$ cat src/rtl/victim_cache_ctrl.sv
// rtl/victim_cache_ctrl.sv - victim-cache tag-store command sequencer with FIFO victim selection
// Optional VC_PERF_CNT_EN adds saturating hit/miss/writeback counters.
module victim_cache_ctrl #(
  parameter  int TAG_WIDTH = 4,
  parameter  int NUM_WAYS  = 4,
  localparam int WAY_W     = $clog2(NUM_WAYS)
) (
  input  logic                 clk,
  input  logic                 rst,
  input  logic                 req_valid,
  output logic                 req_ready,
  input  logic                 req_op,
  input  logic [TAG_WIDTH-1:0] req_tag,
  input  logic                 req_dirty,
  output logic                 resp_valid,
  output logic                 resp_hit,
  output logic [WAY_W-1:0]     resp_way,
  output logic                 ts_lookup_en,
  output logic                 ts_read_en,
  output logic                 ts_write_en,
  output logic                 ts_valid_clear,
  output logic                 ts_dirty_set,
  output logic [TAG_WIDTH-1:0] ts_tag,
  output logic [WAY_W-1:0]     ts_way,
  input  logic                 ts_hit,
  input  logic [WAY_W-1:0]     ts_hit_way,
  input  logic                 ts_valid_read,
  input  logic                 ts_dirty_read,
  input  logic [TAG_WIDTH-1:0] ts_tag_read,
  output logic                 wb_valid,
  input  logic                 wb_ready,
  output logic [TAG_WIDTH-1:0] wb_tag,
  output logic [WAY_W-1:0]     wb_way
`ifdef VC_PERF_CNT_EN
  ,
  output logic [15:0]          perf_hits,
  output logic [15:0]          perf_misses,
  output logic [15:0]          perf_wbs
`endif
);

  typedef enum logic [2:0] {
    S_IDLE, S_LOOKUP, S_INVAL, S_VREAD, S_WB, S_WRITE, S_DSET, S_RESP
  } state_t;

  state_t                 r_state;
  state_t                 w_nxt;
  logic                   w_req_fire;
  logic [TAG_WIDTH-1:0]   r_tag;
  logic [WAY_W-1:0]       r_way;
  logic                   r_dirty;
  logic [WAY_W-1:0]       r_fifo_ptr;
  logic [TAG_WIDTH-1:0]   r_wb_tag;
  logic [WAY_W-1:0]       r_wb_way;
  logic                   r_req_ready;
  logic                   r_resp_valid;
  logic                   r_resp_hit;
  logic [WAY_W-1:0]       r_resp_way;
  logic                   r_lookup;
  logic                   r_read;
  logic                   r_write;
  logic                   r_vclr;
  logic                   r_dset;
  logic                   r_wb_valid;

  assign w_req_fire = req_valid & r_req_ready;

  always_comb begin
    w_nxt = r_state;
    case (r_state)
      S_IDLE:   if (w_req_fire) w_nxt = req_op ? S_VREAD : S_LOOKUP;
      S_LOOKUP: w_nxt = ts_hit ? S_INVAL : S_RESP;
      S_INVAL:  w_nxt = S_RESP;
      S_VREAD:  w_nxt = (ts_valid_read & ts_dirty_read) ? S_WB : S_WRITE;
      S_WB:     if (wb_ready) w_nxt = S_WRITE;
      S_WRITE:  w_nxt = r_dirty ? S_DSET : S_RESP;
      S_DSET:   w_nxt = S_RESP;
      S_RESP:   w_nxt = S_IDLE;
      default:  w_nxt = S_IDLE;
    endcase
  end

  // Outputs are decoded from the next state so every strobe is a clean register.
  always_ff @(posedge clk or posedge rst) begin
    if (rst) begin
      r_state      <= S_IDLE;
      r_tag        <= '0;
      r_way        <= '0;
      r_dirty      <= 1'b0;
      r_fifo_ptr   <= '0;
      r_wb_tag     <= '0;
      r_wb_way     <= '0;
      r_req_ready  <= 1'b0;
      r_resp_valid <= 1'b0;
      r_resp_hit   <= 1'b0;
      r_resp_way   <= '0;
      r_lookup     <= 1'b0;
      r_read       <= 1'b0;
      r_write      <= 1'b0;
      r_vclr       <= 1'b0;
      r_dset       <= 1'b0;
      r_wb_valid   <= 1'b0;
    end else begin
      r_state <= w_nxt;
      case (r_state)
        S_IDLE: begin
          if (w_req_fire) begin
            r_tag   <= req_tag;
            r_dirty <= req_dirty;
            r_way   <= r_fifo_ptr;
          end
        end
        S_LOOKUP: begin
          if (ts_hit) r_way <= ts_hit_way;
        end
        S_VREAD: begin
          r_wb_tag <= ts_tag_read;
          r_wb_way <= r_way;
        end
        S_WRITE: begin
          r_fifo_ptr <= r_fifo_ptr + {{(WAY_W-1){1'b0}}, 1'b1};
        end
        default: ;
      endcase
      r_req_ready  <= (w_nxt == S_IDLE);
      r_lookup     <= (w_nxt == S_LOOKUP);
      r_read       <= (w_nxt == S_VREAD);
      r_write      <= (w_nxt == S_WRITE);
      r_vclr       <= (w_nxt == S_INVAL);
      r_dset       <= (w_nxt == S_DSET);
      r_wb_valid   <= (w_nxt == S_WB);
      r_resp_valid <= (w_nxt == S_RESP);
      // Only the INVAL path reaches RESP with a hit; a LOOKUP->RESP hop is a miss.
      r_resp_hit   <= (w_nxt == S_RESP) && (r_state == S_INVAL);
      r_resp_way   <= ((w_nxt == S_RESP) && (r_state != S_LOOKUP)) ? r_way : '0;
    end
  end

  assign req_ready      = r_req_ready;
  assign resp_valid     = r_resp_valid;
  assign resp_hit       = r_resp_hit;
  assign resp_way       = r_resp_way;
  assign ts_lookup_en   = r_lookup;
  assign ts_read_en     = r_read;
  assign ts_write_en    = r_write;
  assign ts_valid_clear = r_vclr;
  assign ts_dirty_set   = r_dset;
  assign ts_tag         = r_tag;
  assign ts_way         = r_way;
  assign wb_valid       = r_wb_valid;
  assign wb_tag         = r_wb_tag;
  assign wb_way         = r_wb_way;

`ifdef VC_PERF_CNT_EN
  logic [15:0] r_perf_hits;
  logic [15:0] r_perf_misses;
  logic [15:0] r_perf_wbs;

  always_ff @(posedge clk or posedge rst) begin
    if (rst) begin
      r_perf_hits   <= '0;
      r_perf_misses <= '0;
      r_perf_wbs    <= '0;
    end else begin
      if (r_state == S_LOOKUP && ts_hit && r_perf_hits != 16'hFFFF)
        r_perf_hits <= r_perf_hits + 16'd1;
      if (r_state == S_LOOKUP && !ts_hit && r_perf_misses != 16'hFFFF)
        r_perf_misses <= r_perf_misses + 16'd1;
      if (r_state == S_WB && wb_ready && r_perf_wbs != 16'hFFFF)
        r_perf_wbs <= r_perf_wbs + 16'd1;
    end
  end

  assign perf_hits   = r_perf_hits;
  assign perf_misses = r_perf_misses;
  assign perf_wbs    = r_perf_wbs;
`endif

endmodule

$ cat config.mk
export PLATFORM = sky130hd
export DESIGN_NAME = victim_cache_ctrl
export DESIGN_NICKNAME = d
export VERILOG_FILES = /design/src/rtl/victim_cache_ctrl.sv
export SDC_FILE = /design/constraint.sdc
export NUM_CORES = 1
export LEC_CHECK = 0
export ABC_AREA = 1
export CORE_UTILIZATION = 48
export DETAILED_ROUTE_END_ITERATION = 12
export PLACE_DENSITY = 0.86
export SYNTH_ARGS = -nofsm -noshare
export SYNTH_HDL_FRONTEND = slang
export SYNTH_SLANG_ARGS = --single-unit
$ cat constraint.sdc
create_clock -name clk -period 2.2 [get_ports clk]
set_input_delay 0.22 -clock clk [delete_from_list [all_inputs] [get_ports clk]]
set_output_delay 0.22 -clock clk [all_outputs]
set_load 0.02 [all_outputs]
# --- After elaboration in Yosys (flattened, before gate mapping) ---
# Index checks and enable logic that the tools add are counted.
op_classes:
  n_bitwise: 2
  n_eq_ne: 17
  n_reduce_logical: 8
  n_mux: 11
  addsub: 1
ops:
  columns: ["cell", "n"]
  rows:
  - ["3-bit equality test (second input constant)", 8]
  - ["3-bit one-hot mux with 7 select lines", 1]
  - ["3-bit by 2-bit equality test with 1-bit output (second input constant)", 4]
  - ["3-bit two-way mux", 3]
  - ["2-bit two-way mux", 4]
  - ["3-bit by 1-bit equality test with 1-bit output (second input constant)", 2]
  - ["3-bit logical NOT", 2]
  - ["2-bit inequality test (second input constant)", 2]
  - ["2-bit one-hot mux with 2 select lines", 1]
  - ["3-bit by 1-bit inequality test with 1-bit output (second input constant)", 1]
  - ["3-bit AND reduction", 1]
  - ["2-bit by 1-bit adder with 2-bit output (second input constant)", 1]
  - ["1-bit AND", 2]
  - ["1-bit logical AND", 2]
  - ["1-bit two-way mux", 2]
  - ["2-bit AND reduction", 1]
  - ["2-bit nonzero test", 1]
  - ["2-bit OR reduction", 1]
totals:
  regBits: 29
  elab_cells: 56
  input_bits: 19
  out_inout_bits: 23

# --- Logic depth before layout (Yosys ltp) ---
logic_depth:
  ltp_word: 6
  depth_mapped: 10
  depth_no_buf: 10

# --- Worst setup path before layout ---
# No wires, ideal clock.
synth_timing:
  path_kind: "flip-flop to flip-flop"
  start: "register r_state[1]"
  end: "register r_req_ready (netlist: req_ready)"
  setup_ps: 72
  stages_incl_launch_ff: 11
  period_less_slack_ps: 1462
  t_arrival_ps: 1390
  required_ps: 2128
  n_path_buf: 0
  slack_ps: 738
  path_cell_list: "dfrtp_1 -> inv_1 -> ha_1 -> nand2_1 -> inv_2 -> nand2_1 -> nand2_1 -> nor2_2 -> nand3_2 -> or2_1 -> nor2_1"
synth_via:
  elab_chain_cells: 4
  elab_cells_between_ends: 13
  cone_classes: "eq/ne: 7; mux: 3; reduce/logical: 3"
synth_rtl:
  columns: ["element", "line_no", "source"]
  rows:
  - ["start: declaration", "46", "state_t r_state;"]
  - ["start signal: assignment", "104", "r_state <= w_nxt;"]
  - ["3-bit by 2-bit equality test with 1-bit output or 3-bit equality test (tied branches)", "70", "case (r_state)"]
  - ["2-bit OR reduction (no line)", null, null]
  - ["3-bit one-hot mux with 7 select lines (*)", "70", null]
  - ["net w_nxt[0]", "47", "state_t w_nxt;"]
  - ["3-bit logical NOT (*)", "125", "r_req_ready <= (w_nxt == S_IDLE);"]
  - ["end signal: assignment", "125", null]
  - ["end: declaration", "55", "logic r_req_ready;"]
# Mark *: on every way through the listed nets, which the timed path passes. The rest lies on a longest branch.
# A chain may end at the register's enable or synchronous reset.

# --- Worst setup path in the final report ---
layout_timing:
  start: "register r_state[1]"
  end: "register r_wb_valid (netlist: wb_valid)"
layout_via:
  elab_chain_cells: 4
  elab_cells_between_ends: 13
  cone_classes: "eq/ne: 8; mux: 3; reduce/logical: 2"
layout_rtl:
  columns: ["element", "line_no", "source"]
  rows:
  - ["3-bit by 2-bit equality test with 1-bit output or 3-bit equality test (tied branches)", "70", null]
  - ["2-bit OR reduction (no line)", null, null]
  - ["3-bit one-hot mux with 7 select lines (*)", "70", null]
  - ["net w_nxt[0]", "47", null]
  - ["3-bit equality test (*)", "131", "r_wb_valid <= (w_nxt == S_WB);"]
  - ["end signal: assignment", "131", null]
  - ["end: declaration", "64", "logic r_wb_valid;"]
# Marks and branches as above.

==> summary.txt <==
Run
  – Max_cap viols: 0

Clocking
  – CTS Buf Count: 5
  – H-tree Lvls: 2
  – CTS tree: yes
  – Max clock buf depth: 2
  – Num Clock Sinks: 29
  – Number of setup buffers added after CTS: 0
  – Post-CTS sizing: 0
  – Clk pin slew, worst setup/hold paths: 0.08 ns
  – Hold Buf Count CTS: 0
  – Root buffer cell: clkbuf_4
  – Worst-Skew Late Latency: 0.32 ns

Critical path
  – Worst setup SP type: flop
  – R2R setup slack: 0.51 ns
  – Critical Path RT: 2.45 ns
  – Start of the worst register-to-register path: r_state[1]
  – Crit path DAT: 1.94 ns
  – Reg2reg path depth: 10
  – Crit Reg-Reg Endpoint: wb_valid
  – Critical path type: flop to flop
  – Worst-path fanout max: 5
  – Crit. End Element: flop

Yosys
  – Synth Area in Compound Gates: 3.82%
  – Largest family of logic cells by synthesized area: simple AND/OR/NAND/NOR gates
  – Register area share after synthesis: 56.8%
  – Post-synthesis cell type count: 23
  – Main synth FF type: dfrtp_1
  – Dominant cells by area after synthesis: dfrtp_1, mux2_2, nand2_1
  – Share of the synthesized area in the top cell type: 56.8%
  – XOR/XNOR share of the synthesized area: 0.686%
  – Simple-gate portion of the synthesized area: 22.4%
  – Synthesized area per cell: 10.1 µm²
  – Area leader, netlist: dfrtp_1
  – Net count after synthesis: 149
  – Yosys reg bits: 29
  – Yosys warns: 0
  – Mapped cell area: 1280 µm²
  – Post-synth EDFFs: 0
  – Fraction of registers with async set/reset: 100%
  – Post-Synth Adder-Cell Area: 3.92%
  – Mapped Cells: 126
  – Multiplexer share of the synthesized area: 7.05%

Placed design
  – GPL Wtd Cong: 0.844
  – DPL Wire Length: 1860 µm
  – Placed cell count: 198
  – Port bufs: 41

STA
  – Maximum clock frequency: 593 MHz
  – Period Utilization, post-route: 76.7%
  – Pins Over Slew Limit: 0
  – Final Hold Viols: 0
  – Slew HR: 77.5%
  – Worst Clk Skew: 0.00460 ns
  – Worst Tran Pin Value: 0.338 ns
  – Setup TNS: 0 ns
  – Final min period: 1.69 ns
  – RSZ-0062 raised after global routing: no
  – Final setup vio count: 0

Drt
  – Final antenna-violating net count: 0
  – DRT iter0 DRCs: 16
  – Vias per inst: 4.77
  – DRC: 0
  – Vias: 978
  – Final WL: 2340 µm
  – DRT Pass-1 Iters: 4
  – WL per Instance: 11.4 µm

Floorplanning
  – Chip width: 53.6 µm
  – Row cnt: 18
  – Core box area: 2500 µm²
  – Top Ports: 42
  – Initial Util: 51.1%
  – Die ar.: 2870 µm²
  – Die height: 53.6 µm

Power and ir drop
  – Sw Ratio: 42.4%
  – Comb power frac: 55.6%
  – PD cells: 1470 nW/µm²
  – Sequential cell fraction of total power: 32.7%
  – Internal Power: 1510 µW
  – Clock Power Share: 11.7%
  – NetSw: 1120 µW
  – VDD IR-drop max: 993 µV
  – Static leakage: 0.000887 µW

Cells and area
  – Finished Layout Cells: 205
  – Layout Area Growth over Synthesis: 40.0%
  – Layout cells sized above 1: 16.6%
  – # diodes: 0
  – FILL cells: 184
  – # nets final: 198

Min path
  – Hold WC Path Type: input port to asynchronous set/reset pin

GRT
  – First-pass GRT wire length: 4150 µm
  – Total congestion overflow: 0
  – Antenna violations before repair: 0
  – Vias in the first global route: 998
  – Total GRT Usage: 21.5%
  – Pin count of the biggest net entering global routing: 30

Status
  – Status: finished, final reports clean
==> logic make-up (layout without fill, tap and decap cells) <==
family,Yosys count,after routing
AOI/OAI and AO/OA,8,8
adders and majority gates,4,4
DFF,29,29
and+or+nand+nor,58,58
xor gates and xnor gates,1,1
muxes,8,8
buffers and inverters,18,67
==> power by group through the flow <==
stage	sequential (µW)	clock, µW	combinational, µW
after floorplan	1060	0	766
after global routing	885	345	1660
after global placement	863	0	1430
after CTS	864	320	1470
after detailed placement	875	0	1470
final	860	308	1460
==> cell type report <==
cell class,count,area (µm²),share of cell area [%]
sequential,29,726,40.6
multi-input combinational,79,484,27.1
timing repair buffer,42,418,23.4
inverter,18,67.6,3.78
clock buffer,7,55.1,3.08
tap,30,37.5,2.10
==> registers in the layout, summed over array words and instances, names as in the netlist <==
signal,count
resp_way,2
r_dirty,1
ts_tag,4
ts_valid_clear,1
wb_tag,4
ts_write_en,1
resp_valid,1
ts_way,2
ts_dirty_set,1
r_state,3
r_fifo_ptr,2
wb_way,2
resp_hit,1
ts_lookup_en,1
ts_read_en,1
wb_valid,1
req_ready,1
==> critical path, cell delays in order (launching register included) <==
cell	delay [ns]
dfrtp_1	0.40
inv_1	0.08
ha_1	0.24
nand2_1	0.14
inv_2	0.05
nand2_1	0.05
nand2_1	0.07
nor2_2	0.11
nand3_2	0.13
or2_1	0.25
nor2_1	0.10
==> worst max-delay path by stage <==
stage                     slack [ns]        end  startpoint
after floorplan                 0.74  req_ready  r_state[1]
after global placement          0.57  ts_way[0]   req_valid
after detailed placement        0.49  ts_way[0]   req_valid
after CTS                       0.51   wb_valid  r_state[1]
after global routing            0.31  req_ready  r_state[1]
final                           0.51   wb_valid  r_state[1]
==> synthesized netlist by cell type, types with 2 or more instances <==
master,count
inv_2,4
nor2_2,2
dfrtp_1,29
nand2_1,24
nand3_1,3
inv_1,14
nor2_1,17
nand4_1,2
o211ai_1,2
o21ai_0,4
ha_1,4
nand3_2,2
nand2_2,2
mux2_2,8
==> cell usage in the layout, fill, tap and decap left out <==
master,instances
inv_1,14
nand3b_2,1
mux2_2,8
buf_4,1
o211ai_1,2
clkbuf_1,1
nand3_1,3
a21oi_1,1
nand4_1,2
nor3_1,1
dfrtp_1,29
nand2_2,2
nor2_2,2
nor2_1,17
nor2_4,1
nand2_8,1
ha_1,4
clkdlybuf4s50_1,41
a21oi_2,1
nand3_2,2
or2_0,1
o21ai_0,4
xor2_1,1
clkbuf_4,5
clkbuf_8,1
nand2_1,24
inv_2,4
or2_1,1
==> metrics by stage <==
stage          power [µW]  hold WS (ns)  area (µm²)  utilization (%)  setup slack (ns)
2_1_floorplan        1820         0.298        1280                -             0.738
3_3_place_gp         2290         0.456        1730             69.3             0.571
3_5_place_dp         2340         0.472        1730             69.3             0.491
4_1_cts              2660         0.264        1790             71.5             0.514
5_1_grt              2890         0.276        1790             71.5             0.312
6_report             2630         0.259        1790             71.5             0.513
==> metal layers <==
metal	up-vias	track usage (%)	share of wire (%)
met1	447	23.6	41
li1	490	-	-
met2	36	34.4	49
met5	-	0	0
met3	5	8.47	7.2
met4	0	14.0	2.6
No activity file was read; power rests on OpenSTA's default activity.
